**config.mk**
```make
export PLATFORM = sky130hd
export DESIGN_NAME = clk_freq_monitor
export DESIGN_NICKNAME = d
export VERILOG_FILES = /design/src/rtl/clk_freq_monitor.sv
export SDC_FILE = /design/constraint.sdc
export NUM_CORES = 1
export LEC_CHECK = 0
export ABC_AREA = 1
export BUFFER_PORTS_ARGS = -buffer_cell sky130_fd_sc_hd__buf_2
export CAP_MARGIN = 40
export CORE_AREA = 3 3 187 189
export CTS_CLUSTER_DIAMETER = 40
export DETAILED_ROUTE_END_ITERATION = 8
export DIE_AREA = 0 0 190 192
export PLACE_DENSITY = 0.52
export SLEW_MARGIN = 25
export SYNTH_ARGS = -nofsm -noshare
export SYNTH_HDL_FRONTEND = slang
export SYNTH_SLANG_ARGS = --single-unit
```
**constraint.sdc**
```tcl
create_clock -name I_ref_clk -period 5.07 [get_ports I_ref_clk]
set_clock_uncertainty 0.1 [all_clocks]
set_input_delay 0.2535 -clock I_ref_clk [delete_from_list [all_inputs] [get_ports I_ref_clk]]
set_output_delay 0.2535 -clock I_ref_clk [all_outputs]
set_load 0.05 [all_outputs]
```
**src/rtl/clk_freq_monitor.sv**
```systemverilog
// Frequency-window qualifier for the ADC clock counter: lock/loss hysteresis,
// IIR-smoothed frequency estimate, sticky loss/timeout flags and a strobe watchdog.
module clk_freq_monitor #(
  parameter logic [31:0] LOW_LIMIT      = 32'd79_000_000,
  parameter logic [31:0] HIGH_LIMIT     = 32'd81_000_000,
  parameter int unsigned LOCK_COUNT     = 4,
  parameter int unsigned LOSS_COUNT     = 3,
  parameter int unsigned AVG_SHIFT      = 3,
  parameter int unsigned TIMEOUT_CYCLES = 250_000
) (
  input  logic        I_ref_clk,
  input  logic        reset,
  input  logic [31:0] I_freq_word,
  input  logic        I_freq_set,
  input  logic        I_clear_sticky,
  output logic [1:0]  O_state,
  output logic        O_locked,
  output logic        O_avg_valid,
  output logic [31:0] O_freq_avg,
  output logic [31:0] O_last_freq,
  output logic        O_in_range,
  output logic        O_lost,
  output logic        O_timeout,
  output logic        O_loss_pulse
);

  // state    | meaning
  // SEARCH   | no lock, waiting for a first in-range sample
  // ACQUIRE  | counting consecutive in-range samples toward lock
  // LOCKED   | locked, last sample in range
  // DEGRADED | locked, counting consecutive out-of-range samples toward loss
  typedef enum logic [1:0] {
    ST_SEARCH   = 2'd0,
    ST_ACQUIRE  = 2'd1,
    ST_LOCKED   = 2'd2,
    ST_DEGRADED = 2'd3
  } state_t;

  localparam int WD_RAW = $clog2(TIMEOUT_CYCLES + 1);
  localparam int WD_W   = (WD_RAW < 18) ? 18 : WD_RAW;
  localparam logic [WD_W-1:0] WD_MAX = WD_W'(TIMEOUT_CYCLES);
  localparam logic [3:0] LOCK_N = 4'(LOCK_COUNT);
  localparam logic [3:0] LOSS_N = 4'(LOSS_COUNT);

  state_t            state_q, state_d;
  logic              set_dly_q, set_dly_d;
  logic [3:0]        good_cnt_q, good_cnt_d;
  logic [3:0]        bad_cnt_q, bad_cnt_d;
  logic [WD_W-1:0]   wd_q, wd_d;
  logic [31:0]       avg_q, avg_d;
  logic [31:0]       last_freq_q, last_freq_d;
  logic              in_range_q, in_range_d;
  logic              lost_q, lost_d;
  logic              timeout_q, timeout_d;
  logic              loss_pulse_q, loss_pulse_d;
  logic              locked_q, locked_d;

  logic              sample_evt;
  logic              word_in_range;
  logic              wd_expire;
  logic              loss_evt;
  logic              timeout_set;
  logic signed [32:0] diff;
  logic signed [32:0] step;
  logic [31:0]       avg_upd;

  assign sample_evt    = I_freq_set & ~set_dly_q;
  assign word_in_range = (I_freq_word >= LOW_LIMIT) && (I_freq_word <= HIGH_LIMIT);
  assign set_dly_d     = I_freq_set;

  // Floor-rounded IIR step; the new average always lands between old avg and word.
  assign diff    = $signed({1'b0, I_freq_word}) - $signed({1'b0, avg_q});
  assign step    = diff >>> AVG_SHIFT;
  assign avg_upd = avg_q + 32'(step);

  always_comb begin
    wd_d      = wd_q;
    wd_expire = 1'b0;
    if (sample_evt) begin
      wd_d = '0;
    end else if (wd_q != WD_MAX) begin
      wd_d      = wd_q + 1'b1;
      wd_expire = (wd_q == WD_MAX - 1'b1);
    end
  end

  always_comb begin
    state_d     = state_q;
    good_cnt_d  = good_cnt_q;
    bad_cnt_d   = bad_cnt_q;
    avg_d       = avg_q;
    last_freq_d = last_freq_q;
    in_range_d  = in_range_q;
    loss_evt    = 1'b0;
    timeout_set = 1'b0;

    if (sample_evt) begin
      last_freq_d = I_freq_word;
      in_range_d  = word_in_range;
      case (state_q)
        ST_SEARCH: begin
          if (word_in_range) begin
            avg_d      = I_freq_word;
            good_cnt_d = 4'd1;
            state_d    = (LOCK_N == 4'd1) ? ST_LOCKED : ST_ACQUIRE;
          end
        end
        ST_ACQUIRE: begin
          if (word_in_range) begin
            good_cnt_d = good_cnt_q + 4'd1;
            avg_d      = avg_upd;
            if (good_cnt_q + 4'd1 == LOCK_N) state_d = ST_LOCKED;
          end else begin
            good_cnt_d = 4'd0;
            state_d    = ST_SEARCH;
          end
        end
        ST_LOCKED: begin
          if (word_in_range) begin
            avg_d     = avg_upd;
            bad_cnt_d = 4'd0;
          end else if (LOSS_N == 4'd1) begin
            loss_evt = 1'b1;
          end else begin
            bad_cnt_d = 4'd1;
            state_d   = ST_DEGRADED;
          end
        end
        ST_DEGRADED: begin
          if (word_in_range) begin
            avg_d     = avg_upd;
            bad_cnt_d = 4'd0;
            state_d   = ST_LOCKED;
          end else if (bad_cnt_q + 4'd1 == LOSS_N) begin
            loss_evt = 1'b1;
          end else begin
            bad_cnt_d = bad_cnt_q + 4'd1;
          end
        end
        default: state_d = ST_SEARCH;
      endcase
    end else if (wd_expire) begin
      timeout_set = 1'b1;
      loss_evt    = (state_q == ST_LOCKED) || (state_q == ST_DEGRADED);
      state_d     = ST_SEARCH;
      good_cnt_d  = 4'd0;
      bad_cnt_d   = 4'd0;
    end

    if (loss_evt) begin
      state_d    = ST_SEARCH;
      good_cnt_d = 4'd0;
      bad_cnt_d  = 4'd0;
    end
  end

  // Sticky flags: a set on the same edge as a clear takes priority.
  assign lost_d       = (lost_q & ~I_clear_sticky) | loss_evt;
  assign timeout_d    = (timeout_q & ~I_clear_sticky) | timeout_set;
  assign loss_pulse_d = loss_evt;
  assign locked_d     = (state_d == ST_LOCKED) || (state_d == ST_DEGRADED);

  always_ff @(posedge I_ref_clk or posedge reset) begin
    if (reset) begin
      state_q      <= ST_SEARCH;
      set_dly_q    <= 1'b0;
      good_cnt_q   <= 4'd0;
      bad_cnt_q    <= 4'd0;
      wd_q         <= '0;
      avg_q        <= 32'd0;
      last_freq_q  <= 32'd0;
      in_range_q   <= 1'b0;
      lost_q       <= 1'b0;
      timeout_q    <= 1'b0;
      loss_pulse_q <= 1'b0;
      locked_q     <= 1'b0;
    end else begin
      state_q      <= state_d;
      set_dly_q    <= set_dly_d;
      good_cnt_q   <= good_cnt_d;
      bad_cnt_q    <= bad_cnt_d;
      wd_q         <= wd_d;
      avg_q        <= avg_d;
      last_freq_q  <= last_freq_d;
      in_range_q   <= in_range_d;
      lost_q       <= lost_d;
      timeout_q    <= timeout_d;
      loss_pulse_q <= loss_pulse_d;
      locked_q     <= locked_d;
    end
  end

  assign O_state      = state_q;
  assign O_locked     = locked_q;
  assign O_avg_valid  = locked_q;
  assign O_freq_avg   = avg_q;
  assign O_last_freq  = last_freq_q;
  assign O_in_range   = in_range_q;
  assign O_lost       = lost_q;
  assign O_timeout    = timeout_q;
  assign O_loss_pulse = loss_pulse_q;

endmodule
```
Word level (Yosys, flattened, before mapping). Cells that the tools add are included. W data, S select, Z words.

Add/sub/neg operators: 5. Order comparisons: 2. Eq/ne operators: 15. Multiplexer cells: 35. Bitwise logic cells: 7. Reductions and logical operators: 10.

Operator list (count): $mux W32 (2); $pmux W32 S2 (1); $mux W18 (2); $mux W4 (9); $sub A32 B32 Y33 (1); $add A32 B32 Y32 (1); $ge A32 B27 Y1 const B (1); $le A32 B27 Y1 const B (1); $add A18 B1 Y18 const B (1); $eq A18 B18 Y1 const B (1); $ne A18 B18 Y1 const B (1); $mux W2 (8); $pmux W4 S2 (2); $mux W1 (10); $reduce_and A3 Y1 (3); $add A4 B1 Y4 const B (2); $eq A2 B2 Y1 const B (4); $ne A4 B1 Y1 const B (2); $pmux W2 S4 (1); $ne A5 B5 Y1 const B (1); $eq A4 B2 Y1 const B (1); $eq A4 B3 Y1 const B (1); $ne A4 B4 Y1 const B (1); $and A1 B1 Y1 (3); other kinds (11) (14).

Bits in registers: 98. Input port bits: 36. Output and inout port bits: 72. Word-level logic and storage cells: 86.

Depth between registers and ports, before layout. Gate-level depths: netlist (run 1).

Depth in word-level cells: 9. Gate-level depth with buffers: 29. Depth with buffers taken out: 29.

Least setup slack after synthesis (run 1). OpenSTA, ideal clock, no wires.

Path kind: register to register. Start: register avg_q[2] (netlist: O_freq_avg[2]). End: register avg_q[29] (netlist: O_freq_avg[29]). Setup time: 0.120 ns. Arrival time: 3.451 ns. Data required time: 4.850 ns. Setup slack: 1.399 ns. Cell stages (with the launch flop): 25. Buffers on the path: 0. Period minus slack after synthesis: 3.671 ns. Cell sequence: dfrtp_1 > inv_1 > ha_1 > a21oi_1 > nand2_1 > nand2_1 > nand3b_1 > nand2_1 > nand2_1 > a21boi_1 > o21ai_0 > nand2_1 > nand2_1 > nand2_1 > nand2_1 > ha_1 > a21o_1 > a31oi_1 > o21bai_1 > a21oi_1 > nand2_1 > nand2_1 > nand2_1 > o21ai_1 > nand2_1.

Longest elaborated chain between the ends: 4.

Ends and longest elaborated chain: start: declaration (RTL line 50) `logic [31:0] avg_q, avg_d;`; start signal: assignment (RTL line 183) `avg_q <= avg_d;`; $sub A32 B32 Y33 (RTL line 72) `assign diff = $signed({1'b0, I_freq_word}) - $signed({1'b0, avg_q});`; $add A32 B32 Y32 * (RTL line 74) `assign avg_upd = avg_q + 32'(step);`; $mux W32 * (RTL line 109, 119, 130); $pmux W32 S2 * (RTL line 100) `case (state_q)`.

Every way passes the cells marked *; elsewhere a longest branch is shown, timed or not. The select of a mux whose other input is x is not followed. A chain may end at the register's enable or synchronous reset.

Worst setup path in the final report (run 1).
Start: register avg_q[2] (netlist: O_freq_avg[2]). End: register avg_q[28] (netlist: O_freq_avg[28]).

The elaborated chain is that of the path after synthesis.

==> impl_metrics.tcl, run 1 <==
set metrics [dict create \
    path_clk_slew_ns 0.08 \
    grt_max_degree 76 \
    power.switching_w 0.00193 \
    worstMarginPinSlew_ns 0.705 \
    critPathRequiredTime_ns 5.21 \
    ys_top_cells_by_count "nand2_1, inv_1, o21ai_0" \
    r2r_start "O_freq_avg[2]$_DFFE_PP0P_" \
    power_frac_comb_pct 55.1 \
    die_h_um 192 \
    netlist_area_um2 8320 \
    hold_path.class "input pin to register" \
    finalHoldViolations 0 \
    clock-sinks 98 \
    tritoncts "built" \
    drt-pass1-iter-count 6 \
    setup_viol 0 \
    p_int_w 0.00192 \
    max-cap-violations 0 \
    first_iter_violations 623 \
    port_buffers 107 \
    yosys.area.top_type_share_pct 29.5 \
    yosysTopAreaCell "dfrtp_1" \
    whs_path_depth 3 \
    grt_pass1_vias 8258 \
    hold_start "I_freq_word[0]" \
    path_class "register to register" \
    track_usage_pct 15.7 \
    antenna_found_initial 0 \
    fin_tns_setup_ns 0 \
    synth-warning-count 0 \
    postSynth.asyncResetShare_pct 100 \
    end_kind "register" \
    overflow 0 \
    synth_seq_cells 98 \
    grt_pass1_wl_um 44800 \
    vias_per_cell 4.71 \
    critPathMaxFanout 6 \
    cts_made_buffers 9 \
    synth_seq_area_share_pct 29.5 \
    via_count 8394 \
    diodes 0 \
    core_um2 33400 \
    die-width_um 190 \
    syn_inst 1226 \
    postCtsResizedCells 0 \
    p_total_w 0.00384 \
    rows 67 \
    avgRoutedWirePerCell_um 16.0 \
    ir_worst_vdd_mv 0.227 \
    p_leak_nw 4.95 \
    rsz0062_at_grt "no" \
    gp_congestion 0.895 \
    place_hpwl_um 22900 \
    p_clk_share_pct 20.3 \
    clk_path_buf_depth 2 \
    final_cell_area_um2 9720 \
    drc 0 \
    p_sw_share_pct 50.2 \
    synth_edf_count 0 \
    finalCriticalPeriod_ns 4.31 \
    timing.final.crit_share_pct 85.0 \
    synth.distinct_cells 45 \
    utilization_pct 29.1 \
    r2r_slack_ns 0.76 \
    root_buffer "clkbuf_16" \
    start_util_pct 24.9 \
    crit_path_start_kind "register" \
    insertion_delay_ns 0.37 \
    wl_um 28500 \
    drive_above_1_share_pct 12.5 \
    maxSlewHeadroom_pct 53.0 \
    synthesis.nets 1332 \
    worstHoldEndpoint "O_last_freq[0]$_DFFE_PP0P_" \
    max_freq_mhz 232 \
    cts_max_level 3 \
    synthTopCellsByArea "dfrtp_1, nand2_1, ha_1" \
    rr_worst_depth 26 \
    run_status "finished clean" \
    placed_cell_area_um2 9370 \
    critPathArrivalTime_ns 4.45 \
    pwr_density_cell_nw_per_um2 396 \
    ios 108 \
    syn_to_final_growth_pct 16.8 \
    ant_nets 0 \
    drv_slew 0 \
    avgSynthCellArea_um2 6.79 \
    r2r-end "O_freq_avg[28]$_DFFE_PP0P_" \
    ys.flop_type "dfrtp_1" \
    die_area_um2 36500 \
    pwr-share-seq_pct 24.6 \
    nets 1435 \
    synth.most_common_cell "nand2_1" \
]
-- metrics by stage --
step / setup slack (ns) / hold slack, ns / cells
after global routing: 0.308 / 0.0636 / 1782
after global placement: 0.737 / 0.280 / 1762
after floorplan: 1.40 / 0.185 / 1226
final: 0.759 / 0.0657 / 1782
after CTS: 0.718 / 0.0535 / 1782
after detailed placement: 0.745 / 0.195 / 1763
-- repair_timing --
| action | 4_1_cts | 5_1_grt |
|---|---|---|
| endpoints found under the hold margin | 26 | 0 |
| hold buffers | 3 | 0 |
| buffers inserted | 0 | 0 |
-- how the worst max path moves through the flow --
stage | cells after the start | start | endpoint | slack (ns)
6_report | 26 | O_freq_avg[2]$_DFFE_PP0P_ | O_freq_avg[28]$_DFFE_PP0P_ | 0.76
5_1_grt | 26 | O_freq_avg[2]$_DFFE_PP0P_ | O_freq_avg[20]$_DFFE_PP0P_ | 0.31
4_1_cts | 26 | O_freq_avg[2]$_DFFE_PP0P_ | O_freq_avg[28]$_DFFE_PP0P_ | 0.72
3_5_place_dp | 26 | O_freq_avg[2]$_DFFE_PP0P_ | O_freq_avg[28]$_DFFE_PP0P_ | 0.74
3_3_place_gp | 26 | O_freq_avg[2]$_DFFE_PP0P_ | O_freq_avg[20]$_DFFE_PP0P_ | 0.74
2_1_floorplan | 24 | O_freq_avg[2]$_DFFE_PP0P_ | O_freq_avg[29]$_DFFE_PP0P_ | 1.40
-- critical path, cell delays in order (launching register included) --
cell and delay, ns:
dfrtp_1 0.38, inv_1 0.07, ha_1 0.30, a21oi_1 0.16
nand2_1 0.10, nand2_1 0.07, nand3b_1 0.19, nand2_1 0.11
nand2_1 0.14, a21boi_1 0.27, o21ai_0 0.21, nand2_1 0.14
nand2_1 0.06, nand2_1 0.07, nand2_1 0.09, ha_1 0.38
nand2_1 0.13, nor2_1 0.16, inv_1 0.07, nor2_1 0.15
nand4_1 0.11, nand3_1 0.24, nand2_1 0.14, nand3b_1 0.10
nand3_1 0.09, nand2_1 0.08, o21ai_1 0.06
-- layout by cell type, fill, tap and decap left out, drive strengths merged, types with 2 or more instances in the layout --
cell type	count
a21boi	2
a21o	12
a21oi	107
a31oi	4
and3	2
buf	112
clkbuf	9
clkinv	3
dfrtp	98
dlygate4sd3	3
ha	69
inv	178
nand2	316
nand3	68
nand3b	10
nand4	8
nor2	102
nor3	22
nor4	11
o211ai	5
o21a	5
o21ai	118
o21bai	11
o221ai	4
o22ai	9
or2	4
xnor2	11
xor2	26
-- area by class of cell --
class                           instances  area [um2]
Fill cell                            3741       23700
Multi-Input combinational cell        929        5100
Sequential cell                        98        2450
Inverter                              176         664
Timing Repair Buffer                  115         623
Tap cell                              448         561
Clock buffer                            9         225
Clock inverter                          7        93.8
-- kinds of logic (layout without fill, tap and decap cells) --
logic type	count (synthesis)	count (layout)	share of synthesized area [%]
AOI/OAI and AO/OA	277	277	18.6
xor gates and xnor gates	37	37	3.89
adders and majority gates	70	70	10.6
buffers and inverters	199	307	9.29
DFF	98	98	29.5
and+or+nand+nor	545	545	28.1
-- per-layer routing --
| metal | up-vias | GRT usage (%) | routed length, um |
|---|---|---|---|
| met5 | - | 0 | 0 |
| met4 | 0 | 3.78 | 467 |
| met3 | 30 | 2.81 | 1570 |
| met2 | 218 | 27.1 | 13500 |
| met1 | 3907 | 20.4 | 12900 |
| li1 | 4239 | - | - |
-- power groups by stage --
stage                     registers (W)  clock network [W]  logic [W]
final                          0.000946           0.000780    0.00212
after global routing           0.000960           0.000828    0.00238
after CTS                      0.000948           0.000810    0.00212
after detailed placement       0.000962                  0    0.00211
after global placement         0.000959                  0    0.00211
after floorplan                 0.00118                  0    0.00132
-- state kept, by name (all words and copies together) (netlist names), 2 cells and up --
name         flops
O_last_freq     32
O_freq_avg      32
wd_q            18
O_state          2
good_cnt_q       4
bad_cnt_q        4
Power figures use the tool's default switching activity.
==> inputs of run 2 (changes only) <==
--- a/config.mk
+++ b/config.mk
@@ -5,13 +5,13 @@
 export SDC_FILE = /design/constraint.sdc
 export NUM_CORES = 1
 export LEC_CHECK = 0
-export ABC_AREA = 1
 export BUFFER_PORTS_ARGS = -buffer_cell sky130_fd_sc_hd__buf_2
 export CAP_MARGIN = 40
-export CORE_AREA = 3 3 187 189
+export CORE_AREA = 5 5 182 184
 export CTS_CLUSTER_DIAMETER = 40
+export CTS_CLUSTER_SIZE = 28
 export DETAILED_ROUTE_END_ITERATION = 8
-export DIE_AREA = 0 0 190 192
+export DIE_AREA = 0 0 187 189
 export PLACE_DENSITY = 0.52
 export SLEW_MARGIN = 25
 export SYNTH_ARGS = -nofsm -noshare
==> impl_metrics.tcl, run 2 <==
set metrics [dict create \
    run_status "finished clean" \
    crit_cells 19 \
    rows 65 \
    critPathRequiredTime_ns 5.19 \
    cpPeakStageDelay_ns 0.54 \
    ir_worst_vdd_mv 0.162 \
    nets 1159 \
    final_common_cell "nand2_1" \
    clock-sinks 98 \
    postSynth.asyncResetShare_pct 100 \
    finalCriticalPeriod_ns 4.84 \
    crit_family "compound AO/OA/AOI/OAI gates" \
    path_buf_inv 1 \
    antenna_found_initial 0 \
    tritoncts "built" \
    fin_tns_setup_ns 0 \
    synth.most_common_cell "nand2_1" \
    maxSlewHeadroom_pct 44.9 \
    synthTopCellsByArea "dfrtp_1, ha_1, nand2_1" \
    vias_per_cell 4.83 \
    yosys.area.top_type_share_pct 31.9 \
    root_buffer "clkbuf_16" \
    pwr_density_cell_nw_per_um2 450 \
    end_kind "register" \
    synth_seq_area_share_pct 31.9 \
    diodes 0 \
    first_iter_violations 421 \
    ys.flop_type "dfrtp_1" \
    final_cell_mix "nand2_1, buf_2, dfrtp_1" \
    synth.distinct_cells 73 \
    use_met3_pct 2.29 \
    die_area_um2 35300 \
    timing.final.crit_share_pct 95.5 \
    p_leak_nw 4.33 \
    grt_use_met2_pct 22.8 \
    drive_above_1_share_pct 16.2 \
    crit_slowest_cell "a311oi_1" \
    rr_worst_depth 19 \
    track_usage_pct 13.9 \
    overflow 0 \
    path_class "register to register" \
    wl_um 24800 \
    yosysTopAreaCell "dfrtp_1" \
    drt-pass1-iter-count 5 \
    avgRoutedWirePerCell_um 17.0 \
    crit_path_start_kind "register" \
    cts_made_buffers 9 \
    setup_viol 0 \
    crit_path_frequent_cell "a21oi_1" \
    syn_to_final_growth_pct 18.0 \
    syn_inst 946 \
    die-width_um 187 \
    busiest_layer "met2" \
    finalHoldViolations 0 \
    preCtsSetupSlack_ns 0.157 \
    start_util_pct 24.6 \
    grt_util_met1_pct 19.0 \
    netlist_area_um2 7680 \
    core_um2 31200 \
    hold_path.class "input pin to register" \
    critPathArrivalTime_ns 4.96 \
    placed_cell_area_um2 8700 \
    crit_chain "inv_1 > ha_1 > or2_2 > a21oi_2 > o311ai_4 > a21oi_1 > o21bai_2 > a21oi_1 > o21ai_0 > xor2_1 > ha_1 > a21o_1 > a31o_2 > a21oi_1 > o211ai_1 > a311oi_1 > a21oi_1 > xnor2_1 > o22ai_1" \
    via_count 7045 \
    ios 108 \
    path_clk_slew_ns 0.08 \
    ys_top_cells_by_count "nand2_1, dfrtp_1, nor2_1" \
    synthesis.nets 1052 \
    synth_seq_cells 98 \
    fillers 3389 \
    gp_congestion 0.890 \
    grt_pass1_vias 6957 \
    whs_path_depth 3 \
    avgSynthCellArea_um2 8.12 \
    grt_pass1_wl_um 39300 \
    max-cap-violations 0 \
    grt_max_degree 56 \
    place_hpwl_um 19400 \
    clk_path_buf_depth 2 \
    synth-warning-count 0 \
    die_h_um 189 \
    ant_nets 0 \
    synth_edf_count 0 \
    cts_max_level 3 \
    critPathMaxFanout 6 \
    port_buffers 107 \
    final_cell_area_um2 9060 \
    drv_slew 0 \
    insertion_delay_ns 0.37 \
    worstMarginPinSlew_ns 0.825 \
    fin_ws_ns 0.228 \
    max_freq_mhz 207 \
    drc 0 \
]
==> run 2: cell families after synthesis <==
logic type / after synthesis / synth area share (%)
AND/OR/NAND/NOR: 367 / 21.8
AO/OA/AOI/OAI: 254 / 21.7
flip-flops: 98 / 31.9
buffers and inverters: 86 / 4.79
adder cells (fa/ha/maj): 70 / 11.5
XOR/XNOR: 67 / 7.64
multiplexers: 4 / 0.554
==> run 2: worst min-delay path, stage by stage <==
cell,delay [ns]
buf_2,0.12
nand2_1,0.05
nand2_1,0.05
==> run 2: metrics by stage <==
step / util, % / total power, W / std cells / hold slack, ns
4_1_cts: 28.8 / 0.00406 / 1458 / 0.0205
3_3_place_gp: 27.8 / 0.00333 / 1439 / 0.313
2_1_floorplan: - / 0.00278 / 946 / 0.185
6_report: 29.0 / 0.00407 / 1460 / 0.0380
3_5_place_dp: 27.9 / 0.00333 / 1440 / 0.246
5_1_grt: 29.0 / 0.00439 / 1460 / 0.0398
==> run 2: path summary, 6_finish.rpt <==
path / slack [ns] / to / start
max in group asynchronous: 3.40 / O_last_freq[28]$_DFFE_PP0P_ / reset
worst max-delay path: 0.23 / O_freq_avg[28]$_DFFE_PP0P_ / O_freq_avg[2]$_DFFE_PP0P_
worst min-delay path: 0.04 / O_last_freq[2]$_DFFE_PP0P_ / I_freq_word[2]
worst max register to register: 0.23 / O_freq_avg[28]$_DFFE_PP0P_ / O_freq_avg[2]$_DFFE_PP0P_
worst min register to register: 0.37 / O_last_freq[20]$_DFFE_PP0P_ / O_last_freq[20]$_DFFE_PP0P_
min in group asynchronous: 0.38 / O_last_freq[0]$_DFFE_PP0P_ / reset
==> run 2: metal layers <==
layer	wire [um]	vias to the layer above
met2	11500	134
li1	-	3541
met3	935	27
met5	0	-
met4	517	0
met1	11900	3343
==> run 2: timing repair <==
action	CTS	global route
endpoints found under the hold margin	39	0
resized for setup	0	10
setup buffers	0	2
endpoints found under the setup margin	0	9
hold buffers	2	0
==> run 2: final cells by class <==
type                            instances  area (um2)  share of cell area (%)
Clock buffer                           10         229                    2.53
Clock inverter                          6        55.1                   0.608
Inverter                               56         213                    2.35
Multi-Input combinational cell        762        4910                    54.2
Sequential cell                        98        2450                    27.1
Tap cell                              402         503                    5.55
Timing Repair Buffer                  126         696                    7.68
==> run 2: report_power, final <==
part           switching (W)  internal (W)
clock network       0.000357      0.000346
logic                0.00151      0.000900
registers          0.0000881      0.000869
